[src/rtl/traffic_light_monitor.sv]
// Passive checker for the intersection light bus: verifies lamp encoding, mutual
// exclusion, phase order, dwell timing and liveness; reports faults and counts cycles.
module traffic_light_monitor #(
  parameter int GREEN_MIN   = 50000,
  parameter int GREEN_MAX   = 50002,
  parameter int YEL_MIN     = 10000,
  parameter int YEL_MAX     = 10002,
  parameter int WDOG_CYCLES = 60000,
  parameter int CNT_W       = 17
) (
  input  logic        clk,
  input  logic        rst,
  input  logic [2:0]  ns_light,
  input  logic [2:0]  ew_light,
  input  logic        clr_fault,
  output logic        err_pulse,
  output logic        fault,
  output logic [3:0]  fault_code,
  output logic [7:0]  err_count,
  output logic [15:0] cycle_count
);

  localparam logic [2:0] RED = 3'b100;
  localparam logic [2:0] YEL = 3'b010;
  localparam logic [2:0] GRN = 3'b001;

  localparam logic [CNT_W-1:0] CNT_MAX  = '1;
  localparam logic [CNT_W-1:0] G_MIN    = CNT_W'(GREEN_MIN);
  localparam logic [CNT_W-1:0] G_LONG   = CNT_W'(GREEN_MAX + 1);
  localparam logic [CNT_W-1:0] Y_MIN    = CNT_W'(YEL_MIN);
  localparam logic [CNT_W-1:0] Y_LONG   = CNT_W'(YEL_MAX + 1);
  localparam logic [CNT_W-1:0] WDOG_HIT = CNT_W'(WDOG_CYCLES);

  typedef enum logic [3:0] {
    FC_NONE, FC_ENC, FC_CONFLICT, FC_BAD_TRANS, FC_GREEN_SHORT,
    FC_GREEN_LONG, FC_YEL_SHORT, FC_YEL_LONG, FC_STALL
  } fault_e;

  logic [2:0]       prev_ns, prev_ew;
  logic [CNT_W-1:0] ns_dwell, ew_dwell, stall;
  logic             ns_armed, ns_timed, ew_armed, ew_timed;

  logic             enc, ns_chg, ew_chg, any_viol;
  logic [CNT_W-1:0] ns_dwell_nxt, ew_dwell_nxt, stall_nxt;
  logic [8:1]       viol;
  logic [3:0]       code;

  function automatic logic lamp_ok(input logic [2:0] c);
    return (c == RED) || (c == YEL) || (c == GRN);
  endfunction

  function automatic logic legal_move(input logic [2:0] p, input logic [2:0] c);
    return (p == c) || (p == RED && c == GRN) || (p == GRN && c == YEL) || (p == YEL && c == RED);
  endfunction

  function automatic logic [CNT_W-1:0] sat_inc(input logic [CNT_W-1:0] v);
    return (v == CNT_MAX) ? v : v + CNT_W'(1);
  endfunction

  always_comb begin
    // NOTE: every signal gets a default first so no path leaves it unassigned (no latch).
    viol         = '0;
    code         = FC_NONE;
    enc          = !lamp_ok(ns_light) || !lamp_ok(ew_light);
    ns_chg       = ns_light != prev_ns;
    ew_chg       = ew_light != prev_ew;
    ns_dwell_nxt = ns_chg ? CNT_W'(1) : sat_inc(ns_dwell);
    ew_dwell_nxt = ew_chg ? CNT_W'(1) : sat_inc(ew_dwell);
    stall_nxt    = (!enc && (ns_chg || ew_chg)) ? '0 : sat_inc(stall);

    viol[FC_ENC] = enc;
    // A malformed sample says nothing trustworthy about order or timing.
    if (!enc) begin
      viol[FC_CONFLICT]    = (ns_light != RED) && (ew_light != RED);
      viol[FC_BAD_TRANS]   = !legal_move(prev_ns, ns_light) || !legal_move(prev_ew, ew_light) ||
                             (prev_ns == RED && ns_light == GRN && ew_light != RED) ||
                             (prev_ew == RED && ew_light == GRN && ns_light != RED);
      viol[FC_GREEN_SHORT] = (prev_ns == GRN && ns_light == YEL && ns_dwell < G_MIN && ns_timed) ||
                             (prev_ew == GRN && ew_light == YEL && ew_dwell < G_MIN && ew_timed);
      viol[FC_GREEN_LONG]  = (ns_light == GRN && ns_dwell_nxt == G_LONG && !ns_chg) ||
                             (ew_light == GRN && ew_dwell_nxt == G_LONG && !ew_chg);
      viol[FC_YEL_SHORT]   = (prev_ns == YEL && ns_light == RED && ns_dwell < Y_MIN && ns_timed) ||
                             (prev_ew == YEL && ew_light == RED && ew_dwell < Y_MIN && ew_timed);
      viol[FC_YEL_LONG]    = (ns_light == YEL && ns_dwell_nxt == Y_LONG && !ns_chg) ||
                             (ew_light == YEL && ew_dwell_nxt == Y_LONG && !ew_chg);
      viol[FC_STALL]       = stall_nxt == WDOG_HIT;
    end

    any_viol = |viol;
    for (int i = 8; i >= 1; i--) begin
      if (viol[i]) code = 4'(i);
    end
  end

  always_ff @(posedge clk) begin
    if (rst) begin
      prev_ns     <= RED;
      prev_ew     <= RED;
      ns_dwell    <= '0;
      ew_dwell    <= '0;
      stall       <= '0;
      ns_armed    <= 1'b0;
      ns_timed    <= 1'b0;
      ew_armed    <= 1'b0;
      ew_timed    <= 1'b0;
      err_pulse   <= 1'b0;
      fault       <= 1'b0;
      fault_code  <= '0;
      err_count   <= '0;
      cycle_count <= '0;
    end else begin
      // NOTE: non-blocking so every register sees the pre-edge values of the others.
      stall     <= stall_nxt;
      err_pulse <= any_viol;

      if (!enc) begin
        prev_ns  <= ns_light;
        prev_ew  <= ew_light;
        ns_dwell <= ns_dwell_nxt;
        ew_dwell <= ew_dwell_nxt;
        if (ns_chg) begin
          ns_timed <= ns_armed;
          ns_armed <= 1'b1;
        end
        if (ew_chg) begin
          ew_timed <= ew_armed;
          ew_armed <= 1'b1;
        end
        if (prev_ew == YEL && ew_light == RED) cycle_count <= cycle_count + 16'd1;
      end

      // A violation coinciding with a clear is latched as the new first fault.
      if (clr_fault) begin
        fault      <= any_viol;
        fault_code <= any_viol ? code : 4'd0;
        err_count  <= any_viol ? 8'd1 : 8'd0;
      end else if (any_viol) begin
        fault <= 1'b1;
        if (!fault) fault_code <= code;
        if (err_count != 8'hFF) err_count <= err_count + 8'd1;
      end
    end
  end

endmodule

[config.mk]
export PLATFORM = sky130hd
export DESIGN_NAME = traffic_light_monitor
export DESIGN_NICKNAME = d
export VERILOG_FILES = /design/src/rtl/traffic_light_monitor.sv
export SDC_FILE = /design/constraint.sdc
export NUM_CORES = 1
export LEC_CHECK = 0
export CAP_MARGIN = 10
export CORE_MARGIN = 5
export CORE_UTILIZATION = 35
export DETAILED_ROUTE_END_ITERATION = 16
export PLACE_DENSITY = 0.6
export RECOVER_POWER = 50
export SLEW_MARGIN = 20
export SYNTH_ARGS = -nofsm -noshare
export SYNTH_HDL_FRONTEND = slang
export SYNTH_SLANG_ARGS = --single-unit
export TNS_END_PERCENT = 5
[constraint.sdc]
create_clock -name clk -period 3.8 [get_ports clk]
set_input_delay 0.76 -clock clk [delete_from_list [all_inputs] [get_ports clk]]
set_output_delay 0.76 -clock clk [all_outputs]
set_load 0.01 [all_outputs]
==> run metrics <==
Critical Path Fanout Max 13; cell family with most CP delay buffers and inverters; Global Route Usage Sum 17.0%; CTS buffer count 9; EDFF count, synth 0; first-pass GRT wire length 27900 um; # rows 47; CP required 4.08 ns; status complete, no violations; worst path arrival time 3.82 ns; final net count 858; critical path startpoint category input pin; initial DRC count 507; Post-synth top flop dfxtp_1; max-slew violations 0; critical path class input pin to flip-flop; main combinational cell family by area after synthesis simple AND/OR/NAND/NOR gates; WHS 0.466 ns; dpl hpwl 12200 um; Post-Place Worst Slack -0.0202 ns; DRC violations left 0; Simple-Gate Fraction of Synth Area 35.5%; Synth Area in Adders 1.23%; H-Tree Depth 3; post-CTS sizing 0; worst min path class flip-flop to flip-flop; placed cell count 1053; largest net degree at the start of global routing 45; RSZ-0062 raised after global routing no; xor/xnor cell area share of the yosys netlist 5.65%; vias per std cell 5.68; Avg WL per Cell 15.8 um; mapped cell area 0.00589 mm^2; Final Skew 0.00879 ns; Finish-stage setup viols 0; WP buf/inv 3; port bufs 38; Synth cell types 77; Final Total Pwr 0.00209 W; Max Cap Violations 0; Setup WS post-layout 0.260 ns; 1st-pass router iterations 5; initial antenna violation count 0; core area 0.0165 mm^2; post-CTS setup buffers 0; Worst-Margin Slew 0.971 ns; Fmax 282 MHz; non-filler cells, final 1069; Vias 6071; synthesized area per cell 7.56 um^2; grt total ovfl 0; CTS Root Cell clkbuf_16; Async S/R FF share, synth 0%; Tmin final 3.54 ns; vias in the first global route 5549; clock sink count 91; filler cell count 1657; Initial Utilization 35.7%; Slew HR 35.2%; Yosys reg bits 91; Routed Antenna Nets 0; max incr delay on CP 0.55 ns; WL final 16900 um; die height 140 um; endpoint class of the critical path flip-flop; Clock Latency Late Sink 0.35 ns; Leak Pwr 2.46 nW; Die X 140 um; multiplexer area fraction after synthesis 1.59%; Hold Vio Cnt, Final 0; most frequent cells in the layout nor2_1 (101), dfxtp_1 (91), nand2_1 (68), a21oi_1 (68), buf_4 (62); synthesis-to-finish area growth 20.4%; Mapped Cells 780; IO Count 39; P per Cell Area 294 mW/mm^2; most common cell after layout, fill and taps aside nor2_1; Compound-Gate Fraction of Synth Area 20.5%; die area 0.0195 mm^2; Setup TNS 0 ns; clock tree from TritonCTS done; crit-path cells clkdlybuf4s50_1 -> clkbuf_1 -> o21ba_2 -> o21ai_0 -> or2_0 -> clkbuf_1 -> a21oi_1 -> or3b_2 -> o21ai_0; CTS max path bufs 2; Syn Nets 794; RePlAce Congestion 0.910; slowest stage cell, crit path clkbuf_1; Seq/Total Area, Yosys 30.9%; clock-pin transition on the worst setup and hold timing paths 0.07 ns; n_diodes 0; total of warnings raised by yosys 0; Final Cycle Share 93.2%; VDD IR max 0.000286 V; share of cells above drive strength 1 12.4%; cts-stage hold buffer count 0
final timing paths:
| path | startpoint | endpoint | slack [ns] | depth (start not counted) |
|---|---|---|---|---|
| min reg2reg | fault_code[2] | fault_code[2] | 0.47 | 2 |
| max reg2reg | ns_dwell[1] | err_count[6] | 0.29 | 11 |
| min | fault_code[2] | fault_code[2] | 0.47 | 2 |
| max | ns_light[2] | fault_code[3] | 0.26 | 9 |
final cells by class:
cell class                 instances  area [um^2]  share of cell area [%]
inverter                          13         48.8                   0.687
clock buffer                       9          225                    3.17
multi-input combinational        625         3800                    53.5
timing repair buffer             104          857                    12.1
tap                              220          275                    3.88
clock inverter                     7         73.8                    1.04
sequential                        91         1820                    25.7
where the power goes:
group | switching, W | total [W] | internal, W
combinational | 0.000109 | 0.000182 | 0.0000732
clock | 0.000410 | 0.000924 | 0.000514
sequential | 0.0000152 | 0.000982 | 0.000967
total | 0.000535 | 0.00209 | 0.00155
synthesized netlist by cell type, types with 7 or more instances:
cell type,number,area share (%)
or3_1,15,1.6
or4_1,8,1.0
nor3_1,21,1.8
xnor2_1,24,3.6
nor2_1,101,6.4
clkbuf_1,30,1.9
a31oi_1,9,0.96
buf_2,17,1.4
o21ai_0,39,3.3
and4_1,11,1.6
nor4_1,15,1.6
nand3_1,41,3.5
a21oi_1,68,5.8
dfxtp_1,91,31
nand4_1,27,2.9
nand2_1,68,4.3
inv_1,13,0.83
nor4b_1,7,1.0
xor2_1,14,2.1
nor3b_1,9,1.1
and3_1,20,2.1
per-stage QoR:
step,util [%],instance area (um^2)
floorplan,-,5890
global placement,41.2,6810
detailed placement,41.2,6810
CTS,43.0,7110
global route,43.0,7100
finish,43.0,7100
routing by layer:
metal  GRT usage, %  wire length [um]
met4           3.88               233
met2           27.5              7760
met3           3.88               838
met1           23.0              8090
met5              0                 0
state kept, by name, summed over array words and instances, names as in the netlist, 3 cells and up:
register,cells
fault_code,4
stall,17
cycle_count,16
ew_dwell,17
prev_ew,3
ns_dwell,17
err_count,8
prev_ns,3
kinds of logic after synthesis:
kind of cell               after synthesis
adders and majority gates                6
muxes                                    9
xor gates and xnor gates                38
DFF                                     91
buffers and inverters                   64
AOI/OAI and AO/OA                      186
and+or+nand+nor                        386
worst min-delay path, delay by kind of cell, from the launching register on:
kind	cells	cell delay, ns
AND/OR/NAND/NOR	1	0.05
flip-flops	1	0.31
AO/OA/AOI/OAI	1	0.06
(Power assumes the default switching activity.)
